### config.mk
export PLATFORM = sky130hd
export DESIGN_NAME = instr_fetch_ctrl
export DESIGN_NICKNAME = d
export VERILOG_FILES = /design/src/rtl/instr_fetch_ctrl.sv
export SDC_FILE = /design/constraint.sdc
export NUM_CORES = 1
export LEC_CHECK = 0
export CAP_MARGIN = 20
export CORE_MARGIN = 5
export CORE_UTILIZATION = 40
export CTS_BUF_LIST = sky130_fd_sc_hd__clkbuf_4 sky130_fd_sc_hd__clkbuf_8 sky130_fd_sc_hd__clkbuf_16
export DETAILED_ROUTE_END_ITERATION = 8
export PLACE_DENSITY = 0.76
export SYNTH_ARGS = -nofsm -noshare
export SYNTH_HDL_FRONTEND = slang
export SYNTH_SLANG_ARGS = --single-unit
### constraint.sdc
create_clock -name CLK -period 4.5 [get_ports CLK]
set_input_delay 1.125 -clock CLK [delete_from_list [all_inputs] [get_ports CLK]]
set_output_delay 1.125 -clock CLK [all_outputs]
set_load 0.02 [all_outputs]
### src/rtl/instr_fetch_ctrl.sv
// Sequential instruction fetch controller: drives the memory address, registers returned words, handles stall/redirect/halt.
// One cycle from MEM_ADDR to INSTR; STALL freezes outputs and PC, a redirect overrides STALL and flushes VALID.
module instr_fetch_ctrl #(
  parameter logic [31:0] RESET_PC  = 32'h0000_0000,
  parameter int          MEM_BYTES = 262144,
  parameter logic [31:0] HALT_WORD = 32'hFFFF_FFFF
) (
  input  logic        CLK,
  input  logic        RST,
  input  logic        EN,
  input  logic        STALL,
  input  logic        BR_TAKEN,
  input  logic [31:0] BR_TARGET,
  output logic [31:0] MEM_ADDR,
  input  logic [31:0] MEM_DATA,
  output logic [31:0] INSTR,
  output logic [31:0] PC_OUT,
  output logic        VALID,
  output logic [1:0]  STATE,
  output logic        ALIGN_ERR,
  output logic [31:0] FETCH_CNT
);

  typedef enum logic [1:0] {
    S_IDLE = 2'b00,
    S_RUN  = 2'b01,
    S_HALT = 2'b10,
    S_BAD  = 2'b11
  } state_t;

  localparam logic [31:0] ADDR_MASK = 32'(MEM_BYTES - 1);

  state_t      state_q, state_d;
  logic [31:0] pc_q, pc_d;
  logic [31:0] instr_q, instr_d;
  logic [31:0] pc_out_q, pc_out_d;
  logic        valid_q, valid_d;
  logic        align_q, align_d;
  logic [31:0] cnt_q, cnt_d;
  logic [31:0] tgt_pc;

  // Redirect target is word-aligned by dropping the low bits, then folded into memory range.
  assign tgt_pc = {BR_TARGET[31:2], 2'b00} & ADDR_MASK;

  always_comb begin
    state_d  = state_q;
    pc_d     = pc_q;
    instr_d  = instr_q;
    pc_out_d = pc_out_q;
    valid_d  = valid_q;
    align_d  = align_q;
    cnt_d    = cnt_q;

    if (BR_TAKEN && (BR_TARGET[1:0] != 2'b00)) begin
      align_d = 1'b1;
    end

    case (state_q)
      S_IDLE: begin
        valid_d = 1'b0;
        if (BR_TAKEN) pc_d = tgt_pc;
        if (EN) state_d = S_RUN;
      end
      S_RUN: begin
        if (!EN) begin
          state_d = S_IDLE;
          valid_d = 1'b0;
          if (BR_TAKEN) pc_d = tgt_pc;
        end else if (BR_TAKEN) begin
          pc_d    = tgt_pc;
          valid_d = 1'b0;
        end else if (!STALL) begin
          instr_d  = MEM_DATA;
          pc_out_d = pc_q;
          valid_d  = 1'b1;
          pc_d     = (pc_q + 32'd4) & ADDR_MASK;
          cnt_d    = cnt_q + 32'd1;
          if (MEM_DATA == HALT_WORD) state_d = S_HALT;
        end
      end
      S_HALT: begin
        // The halt word stays visible until downstream accepts it; only a redirect restarts fetch.
        if (BR_TAKEN) begin
          pc_d    = tgt_pc;
          valid_d = 1'b0;
          state_d = S_RUN;
        end else if (!STALL) begin
          valid_d = 1'b0;
        end
      end
      default: begin
        state_d = S_IDLE;
        valid_d = 1'b0;
      end
    endcase
  end

  always_ff @(posedge CLK or posedge RST) begin
    if (RST) begin
      state_q  <= S_IDLE;
      pc_q     <= RESET_PC & ADDR_MASK;
      instr_q  <= 32'd0;
      pc_out_q <= 32'd0;
      valid_q  <= 1'b0;
      align_q  <= 1'b0;
      cnt_q    <= 32'd0;
    end else begin
      state_q  <= state_d;
      pc_q     <= pc_d;
      instr_q  <= instr_d;
      pc_out_q <= pc_out_d;
      valid_q  <= valid_d;
      align_q  <= align_d;
      cnt_q    <= cnt_d;
    end
  end

  assign MEM_ADDR  = pc_q;
  assign INSTR     = instr_q;
  assign PC_OUT    = pc_out_q;
  assign VALID     = valid_q;
  assign STATE     = state_q;
  assign ALIGN_ERR = align_q;
  assign FETCH_CNT = cnt_q;

endmodule

Word level (Yosys, flattened, before mapping)
Cells that the tools add are included.

Register bits: 132. Bits in latches: 0. RAM bits: 0. Bits in read-only memories: 0. Bits of input ports: 69. Output and inout port bits: 132. Word-level logic and storage cells: 48. Memories: 0.

Add/subtract/negate cells: 2. Multiply operators: 0. Div/mod/pow operators: 0. Magnitude comparators: 0. Eq/ne operators: 10. Shift operators: 0. Multiplexer cells: 18. Bitwise gates (word level): 2. Reduce and logical (&&, ||, !) cells: 9.

Operator list (number): $mux 32 (4); $pmux 32 s2 (1); $add 32x1->32 const B (1); $eq 32x32->1 const B (1); $add 18x3->18 const B (1); $mux 2 (6); $ne 3x3->1 const B (4); $pmux 2 s3 (1); $mux 1 (5); $reduce_and 5->1 (1); $ne 2x2->1 const B (2); $ne 4x4->1 const B (1); $reduce_and 2->1 (2); $reduce_and 4->1 (1); $reduce_bool 2->1 (2); $eq 2x1->1 const B (1); $eq 2x2->1 const B (1); $logic_not 2->1 (1); $not 1->1 (2); $pmux 1 s2 (1); $reduce_or 2->1 (1); $logic_and 1x1->1 (1).

Longest topological paths before layout
Gate-level depths: netlist (run 1).

Word-level depth: 6. Gate-level depth with buffers: 7. Gate-level depth less buffers: 6.

Least setup slack after synthesis (run 1)
Ideal clock, no wire load.

Kind: input port to flip-flop. Start point: in BR_TAKEN. End point: reg cnt_q[27] (netlist: FETCH_CNT[27]). Setup time: 129 ps. Arrival time: 2119 ps. Data required time: 4371 ps. Slack: 2252 ps. Stages on the path: 5. Cells stage by stage: nor2_1 > nand2_4 > nor4_4 > nand3_1 > xnor2_1.

Longest elaborated chain between the ends: 2.

Ends and longest elaborated chain: start: declaration (line 12) `input logic BR_TAKEN,`; $not 1->1 (no source line); $reduce_and 4->1 (no source line); end signal: assignment (line 114) `cnt_q <= cnt_d;`; end: declaration (line 39) `logic [31:0] cnt_q, cnt_d;`.

Every way passes these cells. A chain may end at the register's enable or synchronous reset.

Worst setup path in the final report (run 1)
Start point: in STALL. End point: reg cnt_q[27] (netlist: FETCH_CNT[27]).

Longest elaborated chain between the ends: 2.

Ends and longest elaborated chain: start: declaration (line 11) `input logic STALL,`; $not 1->1 (no source line); $reduce_and 4->1 (no source line).

Every way passes these cells.

==> results of run 1 <==
## metrics by stage
stage	std cells	utilization [%]	setup slack (ns)	hold slack [ns]	total power, mW
finish	960	59.7	1.54	0.473	3.50
global route	960	59.7	1.37	0.492	3.65
CTS	959	59.7	1.50	0.476	3.53
detailed placement	928	55.3	1.06	0.463	2.11
global placement	928	55.3	1.19	0.450	2.10
floorplan	581	-	1.74	0.581	1.73
## flip-flops by register name (all words and copies together) (netlist names)
| signal | flops |
|---|---|
| PC_OUT | 32 |
| VALID | 1 |
| INSTR | 32 |
| MEM_ADDR | 32 |
| STATE | 2 |
| ALIGN_ERR | 1 |
| FETCH_CNT | 32 |
## how the worst min path moves through the flow
stage,cells after the start,end,from
after floorplan,2,INSTR[0],INSTR[0]
after global placement,1,ALIGN_ERR,ALIGN_ERR
after detailed placement,2,INSTR[24],INSTR[24]
after CTS,2,INSTR[24],INSTR[24]
after global routing,2,PC_OUT[20],PC_OUT[20]
final,2,INSTR[24],INSTR[24]
## kinds of logic (layout without fill, tap and decap cells)
kind of cell,count (synthesis),count (layout)
flip-flops,132,132
adder cells (fa/ha/maj),2,2
other,0,1
AO/OA/AOI/OAI,54,54
multiplexers,1,1
buffers and inverters,34,232
XOR/XNOR,31,31
AND/OR/NAND/NOR,327,327
## layout make-up
type,instances,share of cell area (%)
Sequential cell,132,40.0
Multi-Input combinational cell,415,26.1
Timing Repair Buffer,191,23.3
Clock buffer,22,5.83
Tap cell,180,2.73
Clock inverter,9,1.55
Inverter,10,0.500
Antenna cell,1,0.0303
## critical path: cells and delay by family
| family | cells | cell delay, ns |
|---|---|---|
| xor+xnor | 1 | 0.16 |
| buf+inv | 1 | 0.49 |
| simple gates | 4 | 1.45 |
## power groups by stage
stage	sequential (mW)	combinational, mW	clock, mW
2_1_floorplan	1.56	0.166	0
3_3_place_gp	1.42	0.673	0
3_5_place_dp	1.43	0.681	0
4_1_cts	1.41	0.687	1.44
5_1_grt	1.43	0.724	1.49
6_report	1.41	0.675	1.41
## per-layer routing
metal | track usage [%] | vias to the layer above
met2 | 31.0 | 178
met3 | 6.10 | 39
met5 | 0 | -
met1 | 23.4 | 2360
li1 | - | 2309
met4 | 8.89 | 0
## synth_stat cells (3+ instances only)
cell | count | area, µm²
a21oi_1 | 16 | 80.1
and2_1 | 17 | 106
or4_1 | 3 | 22.5
inv_1 | 9 | 33.8
nor2_1 | 14 | 52.6
nand4_1 | 20 | 125
and3_1 | 10 | 62.6
nor3_1 | 8 | 40.0
nand3_1 | 24 | 120
xnor2_1 | 24 | 210
o21ai_0 | 20 | 100
clkbuf_1 | 5 | 18.8
and4_1 | 3 | 26.3
nor4_1 | 4 | 25.0
nand2_1 | 208 | 781
buf_2 | 16 | 80.1
o22ai_1 | 4 | 25.0
dfrtp_1 | 132 | 3300
xor2_1 | 7 | 61.3
## layout by cell type, fill, tap and decap left out, types with 3 or more instances in the layout
master	n
bufinv_16	3
inv_1	8
clkdlybuf4s50_1	186
dfrtp_1	132
o21ai_0	19
nor3_1	8
buf_4	3
nor2_1	14
nand4_1	20
nand2_1	208
nand3_1	24
a21oi_1	16
clkbuf_16	17
or4_1	3
xor2_1	7
nor4_1	4
and3_1	10
xnor2_1	24
clkbuf_8	3
and4_1	3
and2_1	16
o22ai_1	4
clkinv_2	3
clkinvlp_4	4
==> metrics.md, run 1 <==
| Metric | Value |
|---|---|
| Core box area | `13800 µm²` |
| Starting Density | `40.6%` |
| Design Area, Final | `8260 µm²` |
| Vias in the first global route | `4930` |
| Detailed Place HPWL | `11200 µm` |
| Sw frac | `27.3%` |
| Register area | `3300 µm²` |
| RSZ-0062 raised after global routing | `false` |
| Post-Synth Adder-Cell Area | `0.446%` |
| Setup tns final | `0 ns` |
| Footprint of the multi-input gates | `2150 µm²` |
| RR Endpoint | `FETCH_CNT[27]` |
| Post-route ant nets | `0` |
| Comb pwr share | `19.3%` |
| Syn_nets | `652` |
| Async SR Flop Fraction | `100%` |
| Syn. warnings | `0` |
| Max clock buf depth | `2` |
| Final net count | `838` |
| Reg clk slew, reported paths | `0.05 ns` |
| PD cells | `424 nW/µm²` |
| Initial detailed-routing violation count | `285` |
| Synth cell types | `49` |
| Placed cell areas | `7650 µm²` |
| Clk pwr share | `40.4%` |
| Largest net degree at the start of global routing | `95` |
| Period utilisation layout | `65.8%` |
| Number of flops mapped to enable cells by yosys | `0` |
| Seq pwr share | `40.3%` |
| Mux contribution to synthesized area | `0.178%` |
| Max_slew headroom | `39.4%` |
| # fillers | `1133` |
| Register area share after synthesis | `58.8%` |
| Die area | `16500 µm²` |
| Port Buffers | `186` |
| DIE HEIGHT | `128 µm` |
| Count of TritonRoute iterations in the first routing pass | `5` |
| Initial antenna violation count | `1` |
| Setup crit end kind | `flop` |
| Complex-gate fraction of the synthesized area | `5.57%` |
| Area Overhead vs Synth | `47.0%` |
| Largest stage delay on the critical path | `0.52 ns` |
| Worst slew pin tran | `0.902 ns` |
| Share of layout cells above drive strength 1 | `6.16%` |
| Hold Buf Count CTS | `0` |
| Worst Path Required | `4.79 ns` |
| Max-Cap Viols | `0` |
| Worst-path maximum fanout | `43` |
| Worst Reg-to-Reg Cells | `5` |
| Clock skew | `0.00557 ns` |
| First-pass GRT wire length | `25200 µm` |
| Top routing layer in use | `met4` |
| # Post-CTS Setup Buffers | `0` |
| I/O pin total | `201` |
| Crit path kind | `input port to flop` |
| Max VDD drop | `0.229 mV` |
| Synth Area in Simple Gates | `27.3%` |
| Critical Path Start Type | `input port` |
| Register-to-register setup slack | `2.33 ns` |
| Slowest CP cell | `nor4_4` |
| Slew Viols, Final | `0` |
| Clock tree sinks | `132` |
| WL met3 | `1090 µm` |
| Syn Area/Cell | `9.67 µm²` |
| Fmax | `338 MHz` |
| Hold WC Path Type | `flop to flop` |
| Status | `completed` |
| Final GP Congestion | `0.826` |
| CP Cell Sequence | `clkdlybuf4s50_1, nor2_1, nand2_4, nor4_4, nand3_1, xnor2_1` |
| Crit path DAT | `3.25 ns` |
| Total GRT Usage | `19.1%` |
| DRC Markers | `0` |
| Mapped Area | `5620 µm²` |
| Number of cell rows | `43` |
| Met1 wire length | `6480 µm` |
| Ys flop type | `dfrtp_1` |
| Net switching power | `0.956 mW` |
| H-tree levels | `4` |
| CTS tree | `yes` |
| Leakage | `3.80 nW` |
| Crit path from | `STALL` |
| Setup-failing EPs final | `0` |
| Largest family of logic cells by synthesized area | `simple AND/OR/NAND/NOR gates` |
| Wirelength, routed | `15600 µm` |
| Congestion Overflow GR | `0` |
| Via density per instance | `5.09` |
| Min Tclk post-route | `2.96 ns` |
| CTS buffer count | `17` |
| Clock root buffer | `clkbuf_16` |
| Clock latency on the worst-skew pair | `0.41 ns` |
| Post-CTS sizing | `0` |
| Final Hold Fails | `0` |
| Synth Area in XOR/XNOR | `4.83%` |
| Worst r2r src | `STATE[0]` |
| Pint | `2.54 mW` |
| Cell count after synthesis | `581` |
| #FFs+latches synth | `132` |
| Worst setup path end | `FETCH_CNT[27]` |
| DR WL met2 | `7550 µm` |
| Routed vias | `4886` |
| Die width | `128 µm` |
| WL/cell | `16.3 µm` |
No activity file was read; power rests on OpenSTA's default activity.
==> run 2: changes to the inputs <==
- clock period: 4.5 -> 2.59 ns (I/O delays scaled with it)
==> run 2 against run 1 <==
Net effect: first-iteration DRC count is 9.5% lower; count of clock-buffer cells in the layout unchanged; sequential share of layout area down 0.75 points; cell area increased by 1.9%; largest power group is now the clock network.
==> metrics.md, run 2 (synthesis gave the netlist of run 1 again) <==
| Metric | Value |
|---|---|
| Status | `completed` |
| Port Buffers | `186 (unchanged)` |
| H-tree levels | `4 (unchanged)` |
| I/O pin total | `201 (unchanged)` |
| Final Hold Fails | `0 (unchanged)` |
| # fillers | `1142 (+0.79%)` |
| Number of cell rows | `43 (unchanged)` |
| Min Tclk post-route | `2.28 ns` |
| Detailed Place HPWL | `11500 µm (+2.0%)` |
| Clock root buffer | `clkbuf_16` |
| DIE HEIGHT | `128 µm (unchanged)` |
| # Post-CTS Setup Buffers | `0 (unchanged)` |
| Total power | `6.40 mW (+83%)` |
| WHS | `0.469 ns (-0.00427 ns)` |
| Most frequent cells in the layout | `nand2_1, clkdlybuf4s50_1, dfrtp_1, xnor2_1, nand3_1` |
| Initial antenna violation count | `0 (-1)` |
| Worst r2r src | `MEM_ADDR[2]` |
| Max VDD drop | `0.480 mV (+110%)` |
| Setup crit end kind | `output port` |
| DRC Markers | `0 (unchanged)` |
| Hold WC Path Type | `flop to flop` |
| Core box area | `13800 µm² (unchanged)` |
| Clock tree sinks | `132 (unchanged)` |
| Area Overhead vs Synth | `49.8%` |
| Min-delay src | `ALIGN_ERR` |
| Largest stage delay on the critical path | `0.69 ns (+0.17 ns)` |
| Total GRT Usage | `19.7% (+0.53 points)` |
| Die area | `16500 µm² (unchanged)` |
| Leakage | `3.90 nW (+2.7%)` |
| Crit path from | `STATE[0]` |
| Slowest CP cell | `clkdlybuf4s50_1` |
| CTS buffer count | `17 (unchanged)` |
| Max clock buf depth | `2 (unchanged)` |
| Post-CTS sizing | `0 (unchanged)` |
| Final Core Density | `60.9% (+1.1 points)` |
| Initial detailed-routing violation count | `258 (-9.5%)` |
| CP Buf/Inv Count | `1 (unchanged)` |
| Die width | `128 µm (unchanged)` |
| Worst Path Required | `1.94 ns (-2.85 ns)` |
| Critical Path Start Type | `flop` |
| Routed vias | `4886 (unchanged)` |
| Worst-path maximum fanout | `11 (-74%)` |
| Starting Density | `40.6% (unchanged)` |
| Share of layout cells above drive strength 1 | `7.47% (+1.3 points)` |
| Crit path kind | `flop to output port` |
| Clock latency on the worst-skew pair | `0.41 ns (about the same)` |
| Reg clk slew, reported paths | `0.05 ns (about the same)` |
| Largest net degree at the start of global routing | `95 (unchanged)` |
| RSZ-0062 raised after global routing | `false` |
| Vias in the first global route | `5002 (+1.5%)` |
| Setup tns final | `0 ns (unchanged)` |
| Period utilisation layout | `87.9%` |
| CP Cell Sequence | `clkdlybuf4s50_1` |
| PD cells | `761 nW/µm² (+79%)` |
| Congestion Overflow GR | `0 (unchanged)` |
| Via density per instance | `5.04 (-1.0%)` |
| Final net count | `848 (+1.2%)` |
| Antenna cells | `0 (-1)` |
| Max_slew headroom | `38.7% (-0.73 points)` |
| Fmax | `439 MHz` |
| Worst path top cell family by delay | `buffers and inverters` |
| Clock skew | `0.00750 ns (+0.00194 ns)` |
| Most common cell after layout, fill and taps aside | `nand2_1` |
| CTS tree | `yes` |
| Worst slew pin tran | `0.913 ns (+0.0108 ns)` |
| Wirelength, routed | `15900 µm (+2.1%)` |
| Hold Buf Count CTS | `0 (unchanged)` |
| Setup-failing EPs final | `0 (unchanged)` |
| Final GP Congestion | `0.889 (+7.6%)` |
| Slew Viols, Final | `0 (unchanged)` |
| Crit path DAT | `1.63 ns (-1.62 ns)` |
| Post-route ant nets | `0 (unchanged)` |
| Max-Cap Viols | `0 (unchanged)` |
| WL/cell | `16.4 µm (+1.1%)` |
| Count of TritonRoute iterations in the first routing pass | `5 (unchanged)` |
| First-pass GRT wire length | `25900 µm (+2.8%)` |
## run 2: final timing paths
check	to	cells past startpoint	slack, ns
max	STATE[0]	1	0.31
max reg2reg	MEM_ADDR[16]	7	0.57
min	ALIGN_ERR	1	0.47
min reg2reg	ALIGN_ERR	1	0.47
max in group asynchronous	PC_OUT[31]	3	1.45
min in group asynchronous	FETCH_CNT[4]	3	0.77
## run 2: per-stage QoR
step | area, µm² | std cells | worst slack (ns)
4_1_cts | 8420 | 970 | 0.281
5_1_grt | 8420 | 970 | 0.214
3_5_place_dp | 7730 | 938 | 0.00329
6_report | 8420 | 970 | 0.313
2_1_floorplan | 5620 | 581 | 0.305
3_3_place_gp | 7730 | 938 | 0.0468
## run 2: cell type report
class	instances	area (µm²)	share of cell area, %
Clock buffer	22	482	5.72
Clock inverter	10	200	2.38
Inverter	10	41.3	0.491
Multi-Input combinational cell	415	2150	25.6
Sequential cell	132	3300	39.3
Tap cell	180	225	2.68
Timing Repair Buffer	201	2010	23.9
## run 2: layer usage
metal | up-vias | wire length (µm) | track usage [%]
met3 | 29 | 1070 | 6.10
met1 | 2352 | 6670 | 24.1
li1 | 2338 | - | -
met2 | 167 | 7790 | 32.4
met4 | 0 | 413 | 8.34
met5 | - | 0 | 0
## run 2: power breakdown
group	total, mW	switching, mW	internal, mW
Sequential	2.46	0.182	2.27
Clock	2.76	0.865	1.90
Combinational	1.18	0.628	0.555
==> RTL edit 1 (settings of run 2) <==
Take the reset off `instr_q` and load it in a clocked block of its own.
--- a/src/rtl/instr_fetch_ctrl.sv
+++ b/src/rtl/instr_fetch_ctrl.sv
@@ -99,7 +99,6 @@
     if (RST) begin
       state_q  <= S_IDLE;
       pc_q     <= RESET_PC & ADDR_MASK;
-      instr_q  <= 32'd0;
       pc_out_q <= 32'd0;
       valid_q  <= 1'b0;
       align_q  <= 1'b0;
@@ -107,12 +106,15 @@
     end else begin
       state_q  <= state_d;
       pc_q     <= pc_d;
-      instr_q  <= instr_d;
       pc_out_q <= pc_out_d;
       valid_q  <= valid_d;
       align_q  <= align_d;
       cnt_q    <= cnt_d;
     end
+  end
+
+  always_ff @(posedge CLK) begin
+    instr_q <= instr_d;
   end
 
   assign MEM_ADDR  = pc_q;
Check against the original RTL: differs if RST is asserted again (counterexample within 4 cycles, from zero or initial values and one cycle with RST high); with RST held inactive, the same outputs for 4 cycles.
==> RTL edit 1 against run 2 <==
- critical path depth stayed put
- fmax is 1.8% lower
- worst hold slack better by 0.019 ns
- worst setup slack worse by 0.041 ns
- synthesized cell count is 28% lower
- synthesized area is 2.8% lower
- wire length is 14% lower
- sequential power is 2% lower
- final area is 3.0% lower
- sequential cell count stayed put
- total power is 14% lower
- highest routed layer unchanged
==> RTL edit 1: results (changes against run 2) <==
metric;value;unit;change
vias in the first global route;4255;;-15%
Psw;0.00141;W;-16%
Util after Layout;0.614;;+0.00524
final net count;693;;-18%
Post-Synth XOR/XNOR Area;0.0497;;+0.00137
filler cell count;1025;;-10%
Place WS;0.00965;ns;+0.00637 ns
EDFF count, synth;32;;+32
first-pass GRT wire length;22500;um;-13%
sequential area share after synthesis;0.634;;+0.0460
Worst VDD drop;0.355;mV;-26%
largest net degree at the start of global routing;58;;-39%
Slew HR;0.603;;+0.216
gp weighted congestion;0.795;;-11%
hpwl dp;10300;um;-9.7%
Synthesized Nets;490;;-25%
starting DRC count in detailed routing;187;;-28%
adder and majority cell fraction of the synthesized area;0.00458;;+0.000127
Synth cell types;52;;+6.1%
Vias;4120;;-16%
synth cell count leaders;100 x dfrtp_1, 32 x edfxtp_1, 31 x mux2_2;;
skew final;0.00644;ns;-0.00106 ns
synth top area cells;dfrtp_1 46%, edfxtp_1 18%, mux2_2 6.4%;;
outcome;complete, no violations;;
Synth Area in Compound Gates;0.0648;;+0.00914
Data arrival, critical path;1.67;ns;+0.04 ns
routed wire length;13800;um;-14%
asr flop ratio synth;0.758;;-0.242
DR pass1 iterations;4;;-1
CP peak stage delay;0.71;ns;+0.02 ns
placed cell count;779;;-17%
placed instance area;7580;um^2;-2.0%
-- RTL edit 1: changes by cell type in the layout (fill, tap and decap cells not counted), sizes merged, moves of 6 or more --
cell    before  now
a21oi       16   22
nand2      209   27
o21ai       21   11
dfrtp      132  100
and2        17    7
nand3       26   18
edfxtp       0   32
mux2         0   33
nor2b        2   16
-- RTL edit 1: final timing paths --
| kind | start | to | slack [ns] |
|---|---|---|---|
| setup / recovery | STATE[1] | STATE[1] | 0.27 |
| hold / removal | FETCH_CNT[7] | FETCH_CNT[7] | 0.49 |
| setup reg to reg | MEM_ADDR[2] | MEM_ADDR[12] | 0.66 |
| hold reg to reg | FETCH_CNT[7] | FETCH_CNT[7] | 0.49 |
| max in group asynchronous | RST | MEM_ADDR[10] | 1.41 |
| min in group asynchronous | RST | PC_OUT[27] | 0.67 |
-- RTL edit 1: cell families (layout without fill, tap and decap cells) --
family,count (synthesis),in the layout
simple gates,137,137
flops,132,132
compound gates,58,58
mux,34,34
xor+xnor,31,31
buf+inv,25,241
fa+ha+maj,2,2
-- RTL edit 1: metal layers --
metal	global-route usage	vias up	part of all wire
met5	0	-	0
met4	0.0732	0	0.021
met3	0.0727	24	0.093
met2	0.269	167	0.47
met1	0.225	1983	0.42
li1	-	1946	-
-- RTL edit 1: final cells by class --
class	instances	area share
flip-flops and latches	132	0.424
repair buffers	201	0.245
multi-input cells	262	0.228
clock buffers	21	0.0587
well taps	176	0.0270
clock inverters	11	0.0127
inverters	8	0.00414
-- RTL edit 1: power by group through the flow --
stage	registers [W]	clock network, W	logic, W
CTS	0.00240	0.00236	0.000846
global route	0.00242	0.00246	0.000890
detailed placement	0.00244	0	0.000842
global placement	0.00243	0	0.000831
floorplan	0.00258	0	0.000242
finish	0.00240	0.00230	0.000832
==> RTL edit 2 (flow settings as in run 2) <==
Made on the original files. `MEM_BYTES`: 262144 -> 196608.
--- a/src/rtl/instr_fetch_ctrl.sv
+++ b/src/rtl/instr_fetch_ctrl.sv
@@ -2,7 +2,7 @@
 // One cycle from MEM_ADDR to INSTR; STALL freezes outputs and PC, a redirect overrides STALL and flushes VALID.
 module instr_fetch_ctrl #(
   parameter logic [31:0] RESET_PC  = 32'h0000_0000,
-  parameter int          MEM_BYTES = 262144,
+  parameter int          MEM_BYTES = 196608,
   parameter logic [31:0] HALT_WORD = 32'hFFFF_FFFF
 ) (
   input  logic        CLK,
Function: changed (a bounded check fails within 4 cycles, from zero or initial values and one cycle with RST high).
==> RTL edit 2 against run 2 <==
- count of clock-buffer cells in the layout increased by 3
- synthesized area decreased by 1.2%
- worst hold slack got worse by 0.0048 ns
- final area decreased by 0.82%
- sequential cell count unchanged
- worst setup slack got worse by 0.032 ns
- register-to-register slack got worse by 0.18 ns
- wire length decreased by 5.1%
- total power decreased by 2.8%
- die area decreased by 1.1%
- non-clock buffer count increased by 2
- largest cell class unchanged
==> RTL edit 2: results (changes against run 2) <==
metric;value;unit;change
M1 WL;5970;um;-10%
outcome;complete, no violations;;
Resize count post-CTS;0;;unchanged
Worst VDD drop;0.483;mV;+0.69%
gp weighted congestion;0.824;;-7.3%
routed wire length;15100;um;-5.1%
starting DRC count in detailed routing;221;;-14%
layout cells sized above 1;0.138;;+0.0638
count leader, synth;dfrtp_1;;
GRT Resource Usage Total;0.193;;-0.00346
skew final;0.00649;ns;-0.00101 ns
mux cell area share after synthesis;0.0832;;+0.0814
Routed met3 length;1510;um;+42%
final net count;776;;-8.5%
Worst Tran Pin Value;0.669;ns;-0.244 ns
Sequential Power Share;0.402;;+0.018
adder and majority cell fraction of the synthesized area;0.00451;;+0.0000532
placed cell count;866;;-7.7%
placed instance area;7750;um^2;+0.26%
crit path max fanout;11;;unchanged
CP peak stage delay;0.71;ns;+0.02 ns
first-pass GRT wire length;24900;um;-3.9%
switching share of power;0.267;;+0.00504
Place WS;0.0354;ns;+0.0321 ns
sequential area share after synthesis;0.595;;+0.00703
Data arrival, critical path;1.66;ns;+0.03 ns
Pleak;3.70;nW;-5.1%
Worst R2R Start;FETCH_CNT[4];;
DR pass1 iterations;4;;-1
Synthesized Nets;572;;-12%
vias in the first global route;4835;;-3.3%
PwrDens;746;nW/um^2;-2.0%
Synth Area in Compound Gates;0.0568;;+0.00112
synth top area cells;dfrtp_1 60%, mux2_2 8.3%, nand2_1 5.7%;;
Layout Cells excl Fill;895;;-7.7%
CTS clk-pin slew, worst paths;0.05;ns;about the same
Hold Crit Start;FETCH_CNT[31];;
Setup crit start;STATE[1];;
Synth cell types;48;;-2.0%
largest net degree at the start of global routing;79;;-17%
synth cell count leaders;132 x dfrtp_1, 84 x nand2_1, 41 x mux2_2;;
met2 WL;7230;um;-7.2%
synthesized instance count;501;;-14%
hpwl dp;11100;um;-3.3%
Port Buffer Count;185;;-0.54%
Post-Synth XOR/XNOR Area;0.0489;;+0.000578
antenna cells;0;;unchanged
maximum root-to-sink buffer count;2;;unchanged
Vias;4560;;-6.7%
clk pwr;0.00239;W;-13%
[RTL edit 2: layout make-up]
type | instances | area (um^2)
fill | 1137 | 5370
sequential | 132 | 3300
clock buffer | 25 | 523
multi-input combinational | 337 | 2120
tap | 180 | 225
clock inverter | 4 | 70.1
timing repair buffer | 203 | 2050
inverter | 14 | 56.3
[RTL edit 2: routing by layer]
| metal | up-vias | track usage |
|---|---|---|
| met4 | 0 | 0.0774 |
| met1 | 2227 | 0.228 |
| met2 | 175 | 0.315 |
| met3 | 27 | 0.0796 |
| li1 | 2131 | - |
| met5 | - | 0 |
[RTL edit 2: final timing paths]
kind                                      end  slack (ns)  depth (start not counted)
worst max-delay path                 STATE[1]        0.28                          1
worst min-delay path            FETCH_CNT[31]        0.46                          1
worst max register to register  FETCH_CNT[27]        0.39                          5
worst min register to register  FETCH_CNT[31]        0.46                          1
max in group asynchronous          PC_OUT[29]        1.51                          3
min in group asynchronous          PC_OUT[14]        0.70                          3
